[src/rtl/hazard_ctrl_pkg.sv]
// Shared types and constants for the pipeline hazard controller: forwarding
// encodings, the shadow-scoreboard slot layout and the slot match helper.
package hazard_ctrl_pkg;

   localparam int DEF_REG_ADDR_W = 5;
   localparam int DEF_CNT_W      = 16;

   localparam logic [1:0] FWD_REGFILE = 2'd0;
   localparam logic [1:0] FWD_EX      = 2'd1;
   localparam logic [1:0] FWD_MEM     = 2'd2;
   localparam logic [1:0] FWD_WB      = 2'd3;

   localparam int SLOT_VALID_W = 1;
   localparam int SLOT_WR_W    = 1;
   localparam int SLOT_DST_W   = DEF_REG_ADDR_W;
   localparam int SLOT_LOAD_W  = 1;

   typedef struct packed {
      logic [SLOT_VALID_W-1:0] valid;
      logic [SLOT_WR_W-1:0]    wr;
      logic [SLOT_DST_W-1:0]   dst;
      logic [SLOT_LOAD_W-1:0]  is_load;
   } slot_t;

   localparam slot_t SLOT_EMPTY = '{valid: 1'b0, wr: 1'b0, dst: {SLOT_DST_W{1'b0}}, is_load: 1'b0};

   // r0 is hard-wired zero, so a write to it never creates a dependency
   function automatic logic slot_match(input slot_t s, input logic [SLOT_DST_W-1:0] src,
                                       input logic rd_en);
      return s.valid[0] && s.wr[0] && (s.dst == src) && (src != {SLOT_DST_W{1'b0}}) && rd_en;
   endfunction

endpackage

[src/rtl/hazard_ctrl_if.sv]
// ID-stage side bundle of the hazard controller: decoded fields and flags in,
// stall/flush/forwarding controls and performance counters out.
interface hazard_ctrl_if
#(
   parameter int REG_ADDR_W = hazard_ctrl_pkg::DEF_REG_ADDR_W,
   parameter int CNT_W      = hazard_ctrl_pkg::DEF_CNT_W
);
   logic                  id_valid;
   logic [REG_ADDR_W-1:0] id_rs;
   logic [REG_ADDR_W-1:0] id_rt;
   logic                  id_rs_read_en;
   logic                  id_rt_read_en;
   logic                  id_reg_write;
   logic [REG_ADDR_W-1:0] id_wr_dst;
   logic                  id_mem_read_en;
   logic                  ex_branch_taken;
   logic                  mem_busy;
   logic                  stall_if;
   logic                  stall_id;
   logic                  bubble_ex;
   logic                  flush_if_id;
   logic [1:0]            fwd_rs_sel;
   logic [1:0]            fwd_rt_sel;
   logic [CNT_W-1:0]      stall_cnt;
   logic [CNT_W-1:0]      flush_cnt;

   modport master (
      output id_valid, id_rs, id_rt, id_rs_read_en, id_rt_read_en, id_reg_write,
             id_wr_dst, id_mem_read_en, ex_branch_taken, mem_busy,
      input  stall_if, stall_id, bubble_ex, flush_if_id, fwd_rs_sel, fwd_rt_sel,
             stall_cnt, flush_cnt
   );

   modport slave (
      input  id_valid, id_rs, id_rt, id_rs_read_en, id_rt_read_en, id_reg_write,
             id_wr_dst, id_mem_read_en, ex_branch_taken, mem_busy,
      output stall_if, stall_id, bubble_ex, flush_if_id, fwd_rs_sel, fwd_rt_sel,
             stall_cnt, flush_cnt
   );
endinterface

[src/rtl/hazard_sat_counter.sv]
// Event counter that sticks at all-ones instead of wrapping.
module hazard_sat_counter
#(
   parameter int CNT_W = 16
)
(
   input  logic             clk,
   input  logic             rst,
   input  logic             inc_i,
   output logic [CNT_W-1:0] count_o
);
   localparam logic [CNT_W-1:0] CNT_MAX = {CNT_W{1'b1}};
   localparam logic [CNT_W-1:0] CNT_ONE = {{(CNT_W-1){1'b0}}, 1'b1};

   logic [CNT_W-1:0] count_q;
   logic [CNT_W-1:0] count_d;

   always_comb begin
      count_d = count_q;
      if (inc_i && (count_q != CNT_MAX)) begin
         count_d = count_q + CNT_ONE;
      end else begin
         count_d = count_q;
      end
   end

   always_ff @(posedge clk or negedge rst) begin
      if (!rst) begin
         count_q <= {CNT_W{1'b0}};
      end else begin
         count_q <= count_d;
      end
   end

   assign count_o = count_q;
endmodule

[src/rtl/hazard_ctrl.sv]
// Interlock and forwarding scheduler beside ID: tracks EX/MEM/WB writers in a
// shadow scoreboard and drives stall, bubble, flush and bypass selects.
module hazard_ctrl
   import hazard_ctrl_pkg::*;
#(
   parameter int REG_ADDR_W = DEF_REG_ADDR_W,
   parameter int CNT_W      = DEF_CNT_W
)
(
   input  logic         clk,
   input  logic         rst,
   hazard_ctrl_if.slave bus
);
   slot_t ex_q, mem_q, wb_q;
   slot_t ex_d, mem_d, wb_d;

   logic ex_rs_hit_s, ex_rt_hit_s, load_use_s, issue_s;
   logic stall_if_s, stall_id_s, bubble_ex_s, flush_s;
   logic stall_inc_s, flush_inc_s;

   // A load still in EX cannot be bypassed; the stall covers it, so it selects the regfile
   function automatic logic [1:0] fwd_select(input logic [REG_ADDR_W-1:0] src, input logic rd_en,
                                             input slot_t ex, input slot_t mem, input slot_t wb);
      logic [1:0] sel;
      sel = FWD_REGFILE;
      if (slot_match(ex, src, rd_en)) begin
         sel = ex.is_load[0] ? FWD_REGFILE : FWD_EX;
      end else if (slot_match(mem, src, rd_en)) begin
         sel = FWD_MEM;
      end else if (slot_match(wb, src, rd_en)) begin
         sel = FWD_WB;
      end else begin
         sel = FWD_REGFILE;
      end
      return sel;
   endfunction

   assign ex_rs_hit_s = slot_match(ex_q, bus.id_rs, bus.id_rs_read_en);
   assign ex_rt_hit_s = slot_match(ex_q, bus.id_rt, bus.id_rt_read_en);
   assign load_use_s  = bus.id_valid && ex_q.is_load[0] && (ex_rs_hit_s || ex_rt_hit_s);
   assign issue_s     = rst && bus.id_valid && !load_use_s && !bus.ex_branch_taken && !bus.mem_busy;

   always_comb begin
      stall_if_s  = 1'b0;
      stall_id_s  = 1'b0;
      bubble_ex_s = 1'b0;
      flush_s     = 1'b0;
      stall_inc_s = 1'b0;
      flush_inc_s = 1'b0;
      if (!rst) begin
         stall_if_s = 1'b0;
      end else if (bus.mem_busy) begin
         stall_if_s = 1'b1;
         stall_id_s = 1'b1;
      end else if (bus.ex_branch_taken) begin
         flush_s     = 1'b1;
         bubble_ex_s = 1'b1;
         flush_inc_s = 1'b1;
      end else if (load_use_s) begin
         stall_if_s  = 1'b1;
         stall_id_s  = 1'b1;
         bubble_ex_s = 1'b1;
         stall_inc_s = 1'b1;
      end else begin
         stall_if_s = 1'b0;
      end
   end

   // Scoreboard shifts only while memory is ready; anything not issued enters EX as a bubble
   always_comb begin
      ex_d  = ex_q;
      mem_d = mem_q;
      wb_d  = wb_q;
      if (!bus.mem_busy) begin
         wb_d  = mem_q;
         mem_d = ex_q;
         if (issue_s) begin
            ex_d = '{valid: 1'b1, wr: bus.id_reg_write, dst: bus.id_wr_dst,
                     is_load: bus.id_mem_read_en};
         end else begin
            ex_d = SLOT_EMPTY;
         end
      end else begin
         ex_d = ex_q;
      end
   end

   always_ff @(posedge clk or negedge rst) begin
      if (!rst) begin
         ex_q  <= SLOT_EMPTY;
         mem_q <= SLOT_EMPTY;
         wb_q  <= SLOT_EMPTY;
      end else begin
         ex_q  <= ex_d;
         mem_q <= mem_d;
         wb_q  <= wb_d;
      end
   end

   assign bus.stall_if    = stall_if_s;
   assign bus.stall_id    = stall_id_s;
   assign bus.bubble_ex   = bubble_ex_s;
   assign bus.flush_if_id = flush_s;
   assign bus.fwd_rs_sel  = fwd_select(bus.id_rs, bus.id_rs_read_en, ex_q, mem_q, wb_q);
   assign bus.fwd_rt_sel  = fwd_select(bus.id_rt, bus.id_rt_read_en, ex_q, mem_q, wb_q);

   hazard_sat_counter #(.CNT_W(CNT_W)) u_stall_cnt (
      .clk     (clk),
      .rst     (rst),
      .inc_i   (stall_inc_s),
      .count_o (bus.stall_cnt)
   );

   hazard_sat_counter #(.CNT_W(CNT_W)) u_flush_cnt (
      .clk     (clk),
      .rst     (rst),
      .inc_i   (flush_inc_s),
      .count_o (bus.flush_cnt)
   );
endmodule

[src/flat_wrapper.sv]
// flat-port wrapper written by rule: the top's interface ports become plain ports
module hazard_ctrl_flat import hazard_ctrl_pkg::*;
#(
   parameter int REG_ADDR_W = DEF_REG_ADDR_W,
   parameter int CNT_W      = DEF_CNT_W
)
  (clk, rst, bus_id_valid, bus_id_rs, bus_id_rt, bus_id_rs_read_en, bus_id_rt_read_en, bus_id_reg_write, bus_id_wr_dst, bus_id_mem_read_en, bus_ex_branch_taken, bus_mem_busy, bus_stall_if, bus_stall_id, bus_bubble_ex, bus_flush_if_id, bus_fwd_rs_sel, bus_fwd_rt_sel, bus_stall_cnt, bus_flush_cnt);
  hazard_ctrl_if #(.REG_ADDR_W(REG_ADDR_W), .CNT_W(CNT_W)) bus_i ();
  input  logic clk;
  input  logic rst;
  input wire logic [$bits(bus_i.id_valid)-1:0] bus_id_valid;
  input wire logic [$bits(bus_i.id_rs)-1:0] bus_id_rs;
  input wire logic [$bits(bus_i.id_rt)-1:0] bus_id_rt;
  input wire logic [$bits(bus_i.id_rs_read_en)-1:0] bus_id_rs_read_en;
  input wire logic [$bits(bus_i.id_rt_read_en)-1:0] bus_id_rt_read_en;
  input wire logic [$bits(bus_i.id_reg_write)-1:0] bus_id_reg_write;
  input wire logic [$bits(bus_i.id_wr_dst)-1:0] bus_id_wr_dst;
  input wire logic [$bits(bus_i.id_mem_read_en)-1:0] bus_id_mem_read_en;
  input wire logic [$bits(bus_i.ex_branch_taken)-1:0] bus_ex_branch_taken;
  input wire logic [$bits(bus_i.mem_busy)-1:0] bus_mem_busy;
  output wire logic [$bits(bus_i.stall_if)-1:0] bus_stall_if;
  output wire logic [$bits(bus_i.stall_id)-1:0] bus_stall_id;
  output wire logic [$bits(bus_i.bubble_ex)-1:0] bus_bubble_ex;
  output wire logic [$bits(bus_i.flush_if_id)-1:0] bus_flush_if_id;
  output wire logic [$bits(bus_i.fwd_rs_sel)-1:0] bus_fwd_rs_sel;
  output wire logic [$bits(bus_i.fwd_rt_sel)-1:0] bus_fwd_rt_sel;
  output wire logic [$bits(bus_i.stall_cnt)-1:0] bus_stall_cnt;
  output wire logic [$bits(bus_i.flush_cnt)-1:0] bus_flush_cnt;
  assign bus_i.id_valid = bus_id_valid;
  assign bus_i.id_rs = bus_id_rs;
  assign bus_i.id_rt = bus_id_rt;
  assign bus_i.id_rs_read_en = bus_id_rs_read_en;
  assign bus_i.id_rt_read_en = bus_id_rt_read_en;
  assign bus_i.id_reg_write = bus_id_reg_write;
  assign bus_i.id_wr_dst = bus_id_wr_dst;
  assign bus_i.id_mem_read_en = bus_id_mem_read_en;
  assign bus_i.ex_branch_taken = bus_ex_branch_taken;
  assign bus_i.mem_busy = bus_mem_busy;
  assign bus_stall_if = bus_i.stall_if;
  assign bus_stall_id = bus_i.stall_id;
  assign bus_bubble_ex = bus_i.bubble_ex;
  assign bus_flush_if_id = bus_i.flush_if_id;
  assign bus_fwd_rs_sel = bus_i.fwd_rs_sel;
  assign bus_fwd_rt_sel = bus_i.fwd_rt_sel;
  assign bus_stall_cnt = bus_i.stall_cnt;
  assign bus_flush_cnt = bus_i.flush_cnt;
  hazard_ctrl #(.REG_ADDR_W(REG_ADDR_W), .CNT_W(CNT_W)) u_core (.clk(clk), .rst(rst), .bus(bus_i));
endmodule
[config.mk]
export PLATFORM = sky130hd
export DESIGN_NAME = hazard_ctrl_flat
export DESIGN_NICKNAME = d
export VERILOG_FILES = /design/src/rtl/hazard_ctrl_pkg.sv /design/src/rtl/hazard_ctrl_if.sv /design/src/rtl/hazard_sat_counter.sv /design/src/rtl/hazard_ctrl.sv /design/src/flat_wrapper.sv
export SDC_FILE = /design/constraint.sdc
export NUM_CORES = 1
export LEC_CHECK = 0
export CAP_MARGIN = 20
export CELL_PAD_IN_SITES_DETAIL_PLACEMENT = 1
export CELL_PAD_IN_SITES_GLOBAL_PLACEMENT = 1
export CORE_MARGIN = 2
export CORE_UTILIZATION = 39
export DETAILED_ROUTE_END_ITERATION = 10
export PLACE_DENSITY = 0.88
export SKIP_LAST_GASP = 1
export SYNTH_ARGS = -nofsm -noshare
export SYNTH_HDL_FRONTEND = slang
export SYNTH_SLANG_ARGS = --single-unit
[constraint.sdc]
create_clock -name clk -period 5.1 [get_ports clk]
set_clock_uncertainty 0.05 [all_clocks]
set_input_delay 1.53 -clock clk [delete_from_list [all_inputs] [get_ports clk]]
set_output_delay 1.53 -clock clk [all_outputs]
set_load 0.05 [all_outputs]
==> results.cfg, run 1 <==
[status]
outcome = finished, final reports clean

[synthesis]
synth-main-ff-cell = dfrtp_1
syn-cell-area_mm2 = 0.00281
synth.distinct_cells = 38
avgSynthCellArea_um2 = 11.2
synth_seq_cells = 54
synth_edf_count = 0
yosysSeqAreaShare_pct = 48.1
synth_warnings = 0
synth_area_leaders = dfrtp_1, xnor2_1, mux2_2, nand4_1, xor2_1
synth_fp_nets = 276
async_flop_share_pct = 100
yosysTopAreaCellShare_pct = 48.1
synthCells = 250
yosys.area.top_type = dfrtp_1

[detailed_routing]
vias = 2261
first_pass_iters = 4
post-route-drc-count = 0
vias_per_cell = 5.31
drtIter0Drc = 84
drt_wl_total_mm = 7.66
wl_per_cell_um = 18.0
antenna_left = 0

[clocking]
cts_root_buf = clkbuf_8
numCtsBuffers = 5
cts_tree = done
cts_buffer_depth = 2
clkLatencyLatePin_ns = 0.32
htreeDepth = 2
clk_pin_slew_ns = 0.09
cts.sinks = 54

[floorplan]
start_util_pct = 40.9
die_y_um = 88.9
die_x_um = 88.9
core_mm2 = 0.00687
io_pins = 64
rows = 30
die-area_mm2 = 0.00790

[sta]
period_share_pct = 99.0
worstMarginPinSlew_ns = 0.532
max_slew_margin_pct = 64.6
drv_slew = 0
layout_min_cycle_time_ns = 5.05
fmax_mhz = 198
setup_ws_ns = 0.0491
hold_viol = 0
setup_viol = 0

[cells_and_area]
nets = 355
areaGrowthSynthToFinish_pct = 38.2
fin_cells = 426
layout.cells.most_common = dfrtp_1
diodes = 0
final_util_pct = 56.5
drive_gt1_share_pct = 19.4
most-common-layout-cells = dfrtp_1, clkdlybuf4s50_1, xnor2_1
design_area_mm2 = 0.00388

[critical_path]
end_kind = output port
crit_fanout = 3
setup.worst_path.start_class = input pin
critPathKind = input pin to output port
cp_data_arrival_time_ns = 3.47
rr_startpoint = u_core.ex_q[1]
rrSetupSlack_ns = 2.74
r2r_end = u_core.u_stall_cnt.count_o[1]
required_ns = 3.52
rr_worst_depth = 9

[hold_path]
holdPathStages = 1
hold_class = flop to flop
min_from = u_core.u_flush_cnt.count_o[11]
hold_path_end = u_core.u_flush_cnt.count_o[11]

[pwr]
total_leakage_power_nw = 1.68
fin_total_pwr_w = 0.000962
power_density_mw_per_mm2 = 248
vdd_drop_max_mv = 0.243

[global_routing]
grt_max_degree = 44
globalRoute.totalOverflow = 0
grt_pass1_wl_mm = 12.2
grt.total_usage_pct = 20.0
grt_pass1_vias = 2418
antenna_found_initial = 0

[place]
finalWeightedCongestion = 0.852
post-dp-hpwl_mm = 5.59
place_inst = 415
place_area_mm2 = 0.00370
dp_slack_ns = -0.0734
io_buffers = 63

[run]
max-cap-violations = 0
[stage by stage]
step                hold slack [ns]  setup TNS, ns
floorplan                     0.418              0
global placement              0.433        -0.0399
detailed placement            0.438         -0.146
CTS                           0.454              0
global route                  0.479      -0.000761
finish                        0.450              0
[what timing repair did]
action                                  CTS  global route
resized for setup                         4            12
buffers inserted                          2             1
endpoints found under the setup margin    2             4
hold buffers                              0             0
pin swaps                                 5             5
[cells in the mapped netlist, types with 2 or more instances]
master and number:
a21o_1 3, nor2_1 4, xnor2_1 48, nand3_1 9, o21ai_2 2, and3_1 10, a21oi_1 5, mux2_2 15
nor4_1 3, nand2_1 19, ha_1 2, and4_1 3, inv_1 2, clkbuf_1 5, a31oi_1 3, nor3_1 3
nand3b_1 2, or4_1 6, a22o_1 7, nor3b_1 2, buf_2 2, dfrtp_1 54, xor2_1 10, nand4_1 16
nor2b_1 2
[kinds of logic (layout without fill, tap and decap cells)]
group	after synthesis	in the layout	share of synthesized area, %
multiplexers	16	16	6.41
AO/OA/AOI/OAI	24	24	7.12
AND/OR/NAND/NOR	85	85	17.5
flip-flops	54	54	48.1
XOR/XNOR	58	58	18.1
adder cells (fa/ha/maj)	2	2	0.890
buffers and inverters	11	91	1.96
[per-layer routing]
layer	part of all wire, %	routed length [µm]	vias up	GRT usage, %
li1	-	-	1051	-
met1	44	3370	1164	25.6
met2	51	3940	39	34.3
met3	3.0	232	7	3.64
met4	1.4	111	0	6.34
met5	0	0	-	0
[how the worst max path moves through the flow]
stage                  from           end  slack (ns)  cells after the start
2_1_floorplan  bus_id_rs[1]  bus_stall_if        0.11                      7
3_3_place_gp   bus_id_rt[1]  bus_stall_id       -0.02                      7
3_5_place_dp   bus_id_rt[1]  bus_stall_id       -0.07                      7
4_1_cts        bus_id_rs[1]  bus_stall_id       0.004                      7
5_1_grt        bus_id_rs[4]  bus_stall_if     -0.0005                      7
6_report       bus_id_rs[4]  bus_stall_id        0.05                      7
[registers in the layout, indices dropped and copies added (netlist names)]
signal                      cells
u_core.wb_q                     7
u_core.u_flush_cnt.count_o     16
u_core.ex_q                     8
u_core.mem_q                    7
u_core.u_stall_cnt.count_o     16
[report_power, final]
| group | switching [W] | internal, W | total [W] | leakage, nW |
|---|---|---|---|---|
| clock | 0.000140 | 0.000109 | 0.000250 | 0.0472 |
| sequential | 0.0000355 | 0.000454 | 0.000489 | 0.741 |
| combinational | 0.000126 | 0.0000970 | 0.000223 | 0.895 |
[critical path, stage by stage]
cell and delay (ns):
clkdlybuf4s50_1 0.46, or4_4 0.45, o21ai_4 0.20, nor4_4 0.07, or2_4 0.28, a32o_2 0.32
buf_12 0.16
[final cells by class]
cell class	instances	area [µm²]
Timing Repair Buffer	81	847
Clock buffer	6	82.6
Clock inverter	2	12.5
Tap cell	96	120
Fill cell	728	2990
Inverter	2	7.51
Sequential cell	54	1350
Multi-Input combinational cell	185	1460
No activity file was read; power rests on OpenSTA's default activity.
==> run 2: changes to the inputs <==
CTS_BUF_LIST = sky130_fd_sc_hd__clkbuf_16   (was unset)
PLACE_DENSITY = 0.9   (was 0.88)
==> results.cfg, run 2 (synthesized netlist as in run 1, its figures left out) <==
[sta]
max_slew_margin_pct = 61.2
period_share_pct = 99.3
setup_viol = 0
setup_ws_ns = 0.0358
fmax_mhz = 197
layout_min_cycle_time_ns = 5.06
drv_slew = 0
hold_viol = 0
worstMarginPinSlew_ns = 0.582

[clocking]
holdBufCountCts = 0
cts.sinks = 54
cts_tree = done
cts_buffer_depth = 2
cts_root_buf = clkbuf_16
htreeDepth = 2
clk_pin_slew_ns = 0.06
clkLatencyLatePin_ns = 0.29
numCtsBuffers = 5

[place]
place_inst = 416
post-dp-hpwl_mm = 5.70
dp_slack_ns = -0.0667
finalWeightedCongestion = 0.855
place_area_mm2 = 0.00371
io_buffers = 63

[critical_path]
rr_startpoint = u_core.u_flush_cnt.count_o[4]
slowest_delay_ns = 0.47
crit_fanout = 3
critical_path_depth = 7
critPathKind = input pin to output port
required_ns = 3.52
rrSetupSlack_ns = 2.82
rr_worst_depth = 6
crit_end = bus_stall_if
path_delay_family = simple AND/OR/NAND/NOR gates
cp_data_arrival_time_ns = 3.48
slowest_stage = clkdlybuf4s50_1
end_kind = output port
path_cells = clkdlybuf4s50_1 > or4_4 > o21ai_4 > nor4_4 > or2_4 > a32o_2 > buf_12
path_buf_inv = 2
setup.worst_path.start_class = input pin
r2r_end = u_core.u_flush_cnt.count_o[13]
cp-startpoint = bus_id_rs[4]

[detailed_routing]
antenna_left = 0
post-route-drc-count = 0
drt_wl_total_mm = 8.08
first_pass_iters = 5
drtIter0Drc = 161
vias_per_cell = 5.46
wl_per_cell_um = 19.0
vias = 2324

[global_routing]
grt_pass1_wl_mm = 12.9
antenna_found_initial = 0
globalRoute.totalOverflow = 0
grt.total_usage_pct = 21.3
grt_max_degree = 47
grt_pass1_vias = 2558

[floorplan]
io_pins = 64
die-area_mm2 = 0.00790
core_mm2 = 0.00687
die_y_um = 88.9
start_util_pct = 40.9
rows = 30
die_x_um = 88.9

[pwr]
p_sw_w = 0.000314
comb_power_share_pct = 20.5
pwr-share-clk_pct = 34.6
swShare_pct = 28.7
power_density_mw_per_mm2 = 277
vdd_drop_max_mv = 0.281
power_frac_seq_pct = 44.8
power.internal_w = 0.000780
total_leakage_power_nw = 1.73

[cells_and_area]
diodes = 0
final_util_pct = 57.5
layout.cells.most_common = dfrtp_1
drive_gt1_share_pct = 18.5
areaGrowthSynthToFinish_pct = 40.6
fin_cells = 426
most-common-layout-cells = dfrtp_1, xnor2_1, clkdlybuf4s50_1
design_area_mm2 = 0.00395
nFillCells = 739
nets = 355

[run]
max-cap-violations = 0

[status]
outcome = finished, final reports clean

[hold_path]
hold_class = flop to flop
min_from = u_core.u_flush_cnt.count_o[11]
run 2: cell types whose count changed in the layout (fill, tap and decap cells not counted):
cell,delta
clkbuf_8,-6
clkdlybuf4s50_1,-2
dlymetal6s2s_1,+1
o21ai_4,+1
bufinv_16,+1
clkinv_2,-1
inv_1,+1
nor3b_2,+1
or4_4,-2
o21ai_2,-1
nor3b_4,-1
dlygate4sd2_1,+1
clkbuf_16,+5
or4_1,+2
run 2: worst reg2reg max path, cell delays in order (launching register included):
cell and delay, ns:
dfrtp_1 0.43, and3_1 0.25, and4_1 0.28, a41oi_2 0.42
and2_0 0.42, nand3_1 0.16, xnor2_1 0.15
run 2: repair_timing:
action	CTS	global route
buffers inserted	2	0
pin swaps	6	5
endpoints found under the setup margin	3	5
gates resized for setup	9	7
cloned	0	0
run 2: cell type report:
class | instances | area (µm²) | area share, %
multi-input cells | 185 | 1460 | 36.9
well taps | 96 | 120 | 3.04
inverters | 2 | 7.51 | 0.190
repair buffers | 81 | 848 | 21.5
clock buffers | 5 | 125 | 3.17
clock inverters | 3 | 41.3 | 1.05
flip-flops and latches | 54 | 1350 | 34.2
run 2: how the worst min path moves through the flow:
stage	slack, ns	endpoint	cells after the start
after global placement	0.43	u_core.u_flush_cnt.count_o[11]	1
after detailed placement	0.43	u_core.u_flush_cnt.count_o[11]	1
after CTS	0.45	u_core.u_flush_cnt.count_o[11]	1
after floorplan	0.42	u_core.ex_q[7]	1
final	0.44	u_core.u_flush_cnt.count_o[11]	1
after global routing	0.47	u_core.u_flush_cnt.count_o[11]	1
run 2: routing by layer:
metal	global-route usage [%]	routed length, µm	vias up
met3	4.01	306	10
met4	5.92	121	0
met1	26.1	3350	1212
li1	-	-	1051
met2	38.2	4310	51
met5	0	0	-
run 2: per-stage QoR:
stage / setup TNS [ns] / hold WS [ns] / total power, W
finish: 0 / 0.440 / 0.00109
global route: -0.000166 / 0.468 / 0.00114
CTS: 0 / 0.445 / 0.00110
detailed placement: -0.132 / 0.432 / 0.000719
global placement: -0.0648 / 0.430 / 0.000707
floorplan: 0 / 0.418 / 0.000615
run 2: power by group through the flow:
stage / Clock, W / Combinational [W] / Sequential [W]
after global routing: 0.000405 / 0.000237 / 0.000495
after CTS: 0.000388 / 0.000226 / 0.000490
after detailed placement: 0 / 0.000222 / 0.000498
after global placement: 0 / 0.000213 / 0.000494
final: 0.000379 / 0.000225 / 0.000490
after floorplan: 0 / 0.0000654 / 0.000550
